### src/rtl/reg8_rr_write_arbiter.sv
// reg8_rr_write_arbiter
// Round-robin write arbiter in front of a shared W-bit data register.
// Each cycle one valid requester is granted (one-hot, combinational req_ready).
// The granted data is loaded into q on the next rising edge, and the write is
// reported through q_owner, q_wr and wr_count.
//
// Optional feature macro: LOCK_EN
//   defined   : a requester granted with req_lock=1 keeps the grant while it
//               stays valid. Locked grants do not advance the round-robin pointer.
//   undefined : pure round-robin. req_lock is accepted but ignored.
module reg8_rr_write_arbiter #(
  parameter int N     = 4,
  parameter int W     = 8,
  parameter int CNT_W = 8
) (
  input  logic             clk,
  input  logic             resetn,
  input  logic             hold,
  input  logic [N-1:0]     req_valid,
  input  logic [N*W-1:0]   req_data,
  input  logic [N-1:0]     req_lock,
  output logic [N-1:0]     req_ready,
  output logic [W-1:0]     q,
  output logic [2:0]       q_owner,
  output logic             q_wr,
  output logic [CNT_W-1:0] wr_count
);

  // Requester indices are kept 3 bits wide everywhere, which covers N up to 8.
  logic [2:0]       r_rr_ptr;
  logic             r_lock_active;

  logic [2*N-1:0]   w_dbl_valid;
  logic [2:0]       w_rr_pos;
  logic [3:0]       w_rr_sum;
  logic [2:0]       w_rr_g;
  logic [2:0]       w_g;
  logic [2:0]       w_next_ptr;
  logic             w_any_valid;
  logic             w_owner_valid;
  logic             w_lock_hit;
  logic             w_grant;
  logic             w_grant_lock;
  logic [W-1:0]     w_data;
  logic [N-1:0]     w_one;

  assign w_one = {{(N-1){1'b0}}, 1'b1};

  // Round-robin pick: rotate the valid vector so rr_ptr lands at bit 0, then
  // take the lowest set bit and map the offset back to a requester index.
  always_comb begin
    w_dbl_valid = {req_valid, req_valid} >> r_rr_ptr;
    w_rr_pos    = '0;
    for (int k = N - 1; k >= 0; k--) begin
      if (w_dbl_valid[k]) w_rr_pos = 3'(k);
    end
    w_rr_sum = {1'b0, r_rr_ptr} + {1'b0, w_rr_pos};
    if (w_rr_sum >= 4'(N)) w_rr_sum = w_rr_sum - 4'(N);
    w_rr_g = w_rr_sum[2:0];
  end

  // Final grant decision, including the optional lock override.
  always_comb begin
    w_any_valid   = |req_valid;
    w_owner_valid = |(req_valid & (w_one << q_owner));
`ifdef LOCK_EN
    w_lock_hit    = r_lock_active & w_owner_valid;
`else
    w_lock_hit    = 1'b0;
`endif
    w_grant       = resetn & ~hold & w_any_valid;
    w_g           = w_lock_hit ? q_owner : w_rr_g;
    req_ready     = w_grant ? (w_one << w_g) : '0;
    w_next_ptr    = (w_g == 3'(N - 1)) ? 3'd0 : (w_g + 3'd1);
  end

`ifdef LOCK_EN
  assign w_grant_lock = |(req_lock & req_ready);
`else
  // The lock request has no effect in this build; the port is kept for a
  // uniform interface across both configurations.
  logic w_unused_lock;
  assign w_unused_lock = |req_lock;
  assign w_grant_lock  = 1'b0;
`endif

  // Mux out the granted requester's data; other requesters' data is never looked at.
  always_comb begin
    w_data = '0;
    for (int i = 0; i < N; i++) begin
      if (w_g == 3'(i)) w_data = req_data[i*W +: W];
    end
  end

  // Shared register, write reporting, round-robin pointer and lock state.
  always_ff @(posedge clk or negedge resetn) begin
    if (!resetn) begin
      q             <= '0;
      q_owner       <= '0;
      q_wr          <= 1'b0;
      wr_count      <= '0;
      r_rr_ptr      <= '0;
      r_lock_active <= 1'b0;
    end else begin
      q_wr <= w_grant;
      if (w_grant) begin
        q             <= w_data;
        q_owner       <= w_g;
        wr_count      <= wr_count + 1'b1;
        r_lock_active <= w_grant_lock;
        if (!w_lock_hit) r_rr_ptr <= w_next_ptr;
      end else if (!hold) begin
        // Nothing is valid, so any held lock has lost its owner.
        r_lock_active <= 1'b0;
      end
    end
  end

endmodule
### config.mk
export PLATFORM = sky130hd
export DESIGN_NAME = reg8_rr_write_arbiter
export DESIGN_NICKNAME = d
export VERILOG_FILES = /design/src/rtl/reg8_rr_write_arbiter.sv
export SDC_FILE = /design/constraint.sdc
export NUM_CORES = 1
export LEC_CHECK = 0
export BUFFER_PORTS_ARGS = -buffer_cell sky130_fd_sc_hd__buf_2
export CAP_MARGIN = 20
export CELL_PAD_IN_SITES_DETAIL_PLACEMENT = 0
export CELL_PAD_IN_SITES_GLOBAL_PLACEMENT = 1
export CORE_MARGIN = 1
export CORE_UTILIZATION = 37
export DETAILED_ROUTE_END_ITERATION = 10
export GPL_TIMING_DRIVEN = 0
export PLACE_DENSITY_LB_ADDON = 0.1
export SETUP_SLACK_MARGIN = 0.3
export SYNTH_ARGS = -nofsm -noshare
export SYNTH_HDL_FRONTEND = slang
export SYNTH_SLANG_ARGS = --single-unit
### constraint.sdc
create_clock -name clk -period 6.93 [get_ports clk]
set_input_delay 1.0395 -clock clk [delete_from_list [all_inputs] [get_ports clk]]
set_output_delay 1.0395 -clock clk [all_outputs]
set_load 0.02 [all_outputs]
# Word level (Yosys, flattened, before mapping)

Cells that the tools add are included.
Widths: inputs -> output; s select.

$add $sub $neg: 4
$lt $le $gt $ge: 1
Equality and inequality tests: 3
Shift-type cells: 2
Muxes and demuxes: 11
Bitwise operators: 3
Reduce and logical (&&, ||, !) cells: 2

Operators by type and width:

| cell                | count |
|---|---|
| $mux 8              | 4 |
| $add 8x1->8 const B | 1 |
| $mux 2              | 4 |
| $shr 8x3->4         | 1 |
| $eq 3x2->1 const B  | 2 |
| $mux 3              | 2 |
| $add 3x2->4         | 1 |
| $ge 4x3->1 const B  | 1 |
| $mux 4              | 1 |
| $reduce_or 4->1     | 1 |
| $shl 1x3->4 const A | 1 |
| $add 3x1->3 const B | 1 |
| $eq 3x1->1 const B  | 1 |
| $logic_not 3->1     | 1 |
| $sub 3x3->3 const B | 1 |
| $and 1x1->1         | 2 |
| $not 1->1           | 1 |

Flip-flop bits (word level): 23
Output and inout port bits: 24
Word-level logic and storage cells: 31

# Logic depth before layout (Yosys ltp)

Depth in word-level cells: 13
Gate-level depth with buffers: 12
Gate-level depth less buffers: 10

# Worst setup path after synthesis

No wires, ideal clock.

Kind: input -> output
Start point: input port req_valid[3]
End point: output port req_ready[1]
Data arrival time: 3.043 ns
Required time: 5.890 ns
Path slack: 2.847 ns
Cell stages on the path: 9
Path buffers: 1
Cell sequence: mux2_2 > o21ai_0 > o2bb2ai_1 > ha_1 > fa_1 > inv_1 > ha_1 > buf_2 > and3_1

Cells in the longest elaborated chain, start to end: 10
Elaborated cells on any way between the ends: 13
Classes of those cells: 2 x add/sub; 1 x order compare; 2 x shift; 6 x mux; 1 x bitwise; 1 x reduce/logical

RTL lines:

| item                                             | line | RTL |
|---|---|---|
| start, declared                                  | 19   | `input logic [N-1:0] req_valid,` |
| $shr 8x3->4 (*)                                  | 52   | `w_dbl_valid = {req_valid, req_valid} >> r_rr_ptr;` |
| $mux 2 (3 in a row)                              | 55   | `if (w_dbl_valid[k]) w_rr_pos = 3'(k);` |
| $mux 2 (*)                                       | 55   |  |
| $add 3x2->4 (*)                                  | 57   | `w_rr_sum = {1'b0, r_rr_ptr} + {1'b0, w_rr_pos};` |
| $ge 4x3->1 / $sub 3x3->3 (equally long branches) | 58   | `if (w_rr_sum >= 4'(N)) w_rr_sum = w_rr_sum - 4'(N);` |
| $mux 3 (*)                                       | 58   |  |
| via w_rr_sum[1]                                  | 35   | `logic [3:0] w_rr_sum;` |
| $shl 1x3->4 (*)                                  | 73   | `req_ready = w_grant ? (w_one << w_g) : '0;` |
| $mux 4 (*)                                       | 73   |  |
| end, declared                                    | 22   | `output logic [N-1:0] req_ready,` |

The timed path passes the listed nets; every way through them passes the cells marked *.

# Worst setup path in the final report

Start point: input port req_valid[2]
End point: output port req_ready[3]

Same word-level chain as after synthesis.

==> results by group <==
Min path
  • Min-Delay Startpoint: wr_count[7]
  • Hold crit path type: reg2reg
  • Hold EP: wr_count[7]
  • Hold Path Depth: 1

Worst setup path
  • Worst R2R Start: r_rr_ptr[0]
  • Crit end category: output port
  • R2r setup slk: around 3.6 ns
  • Setup Crit Path Kind: in2out
  • Worst-path fanout max: 10
  • Crit path required time: ~6 ns
  • Worst r2r path cells: 12
  • RR Endpoint: q[4]
  • Worst Setup Start Kind: primary input
  • CP arrival: about 3.5 ns

Power
  • Leakage: roughly 1.0 nW
  • Total power: between 0.9 and 1 mW
  • Worst ir drop on vdd: 0.200 mV
  • Cell Pwr Density: 487 nW/um2

STA
  • Slew at the pin closest to its max-slew limit: around 0.74 ns
  • RSZ-0062 raised after global routing: false
  • Tmin final: roughly 4.6 ns
  • Setup TNS: 0 ns
  • Layout Skew: about 0.0073 ns
  • Max-slew headroom: between 50% and 60%
  • Fmax: approximately 220 MHz
  • Slew Viols, Final: 0
  • Final setup vio count: 0
  • WHS: 0.473 ns
  • Final hold viol count: 0
  • Period utilization: around 66%
  • Final WS setup: approximately 2.4 ns

Floorplan
  • I/O pins: 67
  • Core Footprint: roughly 4000 um2
  • Core Rows: 23
  • Die ar.: 4460 um2
  • Initial Utilization: around two fifths
  • Die W: approximately 67 um
  • Die H: between 60 and 70 um

CTS
  • Clock sinks: 23
  • Postcts setup bufs: 0
  • Quantity of hold-fixing buffers added after cts: 0
  • Root Driver: clkbuf_8
  • CTS H-tree lvls: 1
  • CTS resizes: 0
  • TritonCTS clock tree: built
  • Clock transition at the registers of the reported paths: 0.08 ns
  • Clk Latency, worst-skew pair: approximately 0.26 ns
  • Clk buf depth: 2
  • CTS buffer count: 3

Synthesis
  • Sequential area share after synthesis: 37.1%
  • Largest family of logic cells by synthesized area: compound AO/OA/AOI/OAI gates
  • Asr flop ratio synth: 100%
  • Yosys warns: 0
  • Post-synthesis mux area share: around 3.5%
  • FF+latch count, synth: 23
  • Post-synth EDFFs: 0
  • Main flop type after synthesis: dfrtp_1
  • Syn_area_per_cell: between 9 and 10 um2
  • Syn Nets: ~210
  • Yosys cell types: 38
  • Gate Count Post-Synth: 163
  • Compound-cell area share of the yosys netlist: roughly 24%
  • Ranking of synthesized cells by area: dfrtp_1 37%, ha_1 5.6%, o21ai_0 5.2%
  • Synth Area in Adders: under 10%
  • Synth top area share: a little under two fifths
  • Most instantiated library cell after synthesis: dfrtp_1
  • Area leader, netlist: dfrtp_1
  • Post-synth top cells: 23 x dfrtp_1, 16 x o21ai_0, 12 x inv_1
  • Post-Synth Simple-Gate Area: between 10% and 20%
  • Mapped Area: about 1600 um2
  • Post-synthesis xor/xnor area fraction: 3.95%

Status
  • Status: completed

Finish
  • Area growth syn-to-layout: 26.9%
  • Layout cell share with drive strength beyond 1: 34.9%
  • Final core utilization: between 40% and 50%
  • Antenna Cells: 0
  • # fillers: 394
  • Final nets: ~280

Place
  • Place WS: about 2.4 ns
  • GPL Wtd Cong: around 0.76
  • Port Buffers: just over 60
  • Hpwl dp: approximately 3.0 mm

Route
  • Drt first pass iters: 4
  • Via density: between 5 and 6
  • DRC viols: 0
  • Post-Route WL: 4.03 mm
  • First DRT Iteration DRCs: 90
  • Drt wl/cell: approximately 14 um
  • Via count: 1,456
  • Routed Antenna Nets: 0

Global routing
  • Global Route Usage Sum: between 10% and 20%
  • Initial antenna violation count: 0
  • Vias in the first global route: 1,291
  • Largest net degree at the start of global routing: 25
  • First-pass GRT wire length: between 6 and 7 mm
  • GRT overflow: 0

Job
  • Max Cap Viol: 0
==> worst max-delay path by stage <==
stage                       from            to  slack (ns)  depth (start not counted)
floorplan           req_valid[3]  req_ready[1]        2.85                          9
global placement    req_valid[2]  req_ready[3]        2.37                         11
detailed placement  req_valid[2]  req_ready[3]        2.35                         11
CTS                 req_valid[2]  req_ready[3]        2.34                         11
global route        req_valid[2]  req_ready[3]        2.21                         11
finish              req_valid[2]  req_ready[3]        2.36                         11
==> cell usage in the layout, fill, tap and decap left out, types with 2 or more instances in the layout <==
cell and count:
dfrtp_1 23, buf_2 67, or2_1 2, nor2b_1 9
nand2_1 2, o41ai_1 4, mux2i_1 2, nor4_1 3
ha_1 7, xor2_1 6, buf_6 2, nor3_1 6
clkbuf_1 6, o41ai_2 4, mux2_1 2, nor2_1 9
o21ai_0 16, and3_1 4, a22o_1 9, inv_1 12
and3b_1 2, nand3_1 5, a221oi_1 7, clkbuf_8 3
a211oi_1 2, o2bb2ai_1 2
==> layer usage <==
layer  global-route usage (%)  part of all wire (%)
met5                        0                     0
met4                     2.39                  0.25
met3                     3.25                   5.1
met2                     31.6                    49
met1                     24.3                    46
==> critical path, stage by stage <==
cell and delay [ns]:
buf_2 0.12, mux2i_1 0.22, nor2b_1 0.09, o2bb2ai_1 0.14, ha_1 0.21, fa_1 0.54, ha_1 0.18, buf_2 0.22
clkbuf_1 0.39, and3_1 0.22, buf_2 0.16
==> power breakdown <==
part	internal (mW)	total, mW	switching (mW)
Combinational	0.255	0.640	0.385
Clock	0.0410	0.0862	0.0452
Sequential	0.186	0.233	0.0467
==> metrics by stage <==
stage,std cells,cell area [um2]
4_1_cts,279,1970
6_report,279,1970
2_1_floorplan,163,1550
3_5_place_dp,275,1920
3_3_place_gp,275,1920
5_1_grt,279,1970
==> layout make-up <==
type,count,area (um2),area share (%)
well taps,50,62.6,3.18
clock buffers,4,45.0,2.29
inverters,13,48.8,2.48
flip-flops and latches,23,576,29.2
repair buffers,62,310,15.8
plain buffers,13,70.1,3.56
multi-input cells,114,857,43.5
==> sequential cells by signal, summed over array words and instances, names as in the netlist <==
signal and cells:
q_wr 1, q 8, wr_count 8, q_owner 3
r_rr_ptr 3
==> logic make-up (layout without fill, tap and decap cells) <==
family          count (synthesis)  after routing
fa+ha+maj                       8              8
compound gates                 48             48
simple gates                   46             46
buf+inv                        26             92
xor+xnor                        7              7
flops                          23             23
mux                             5              5
(Power assumes the default switching activity.)
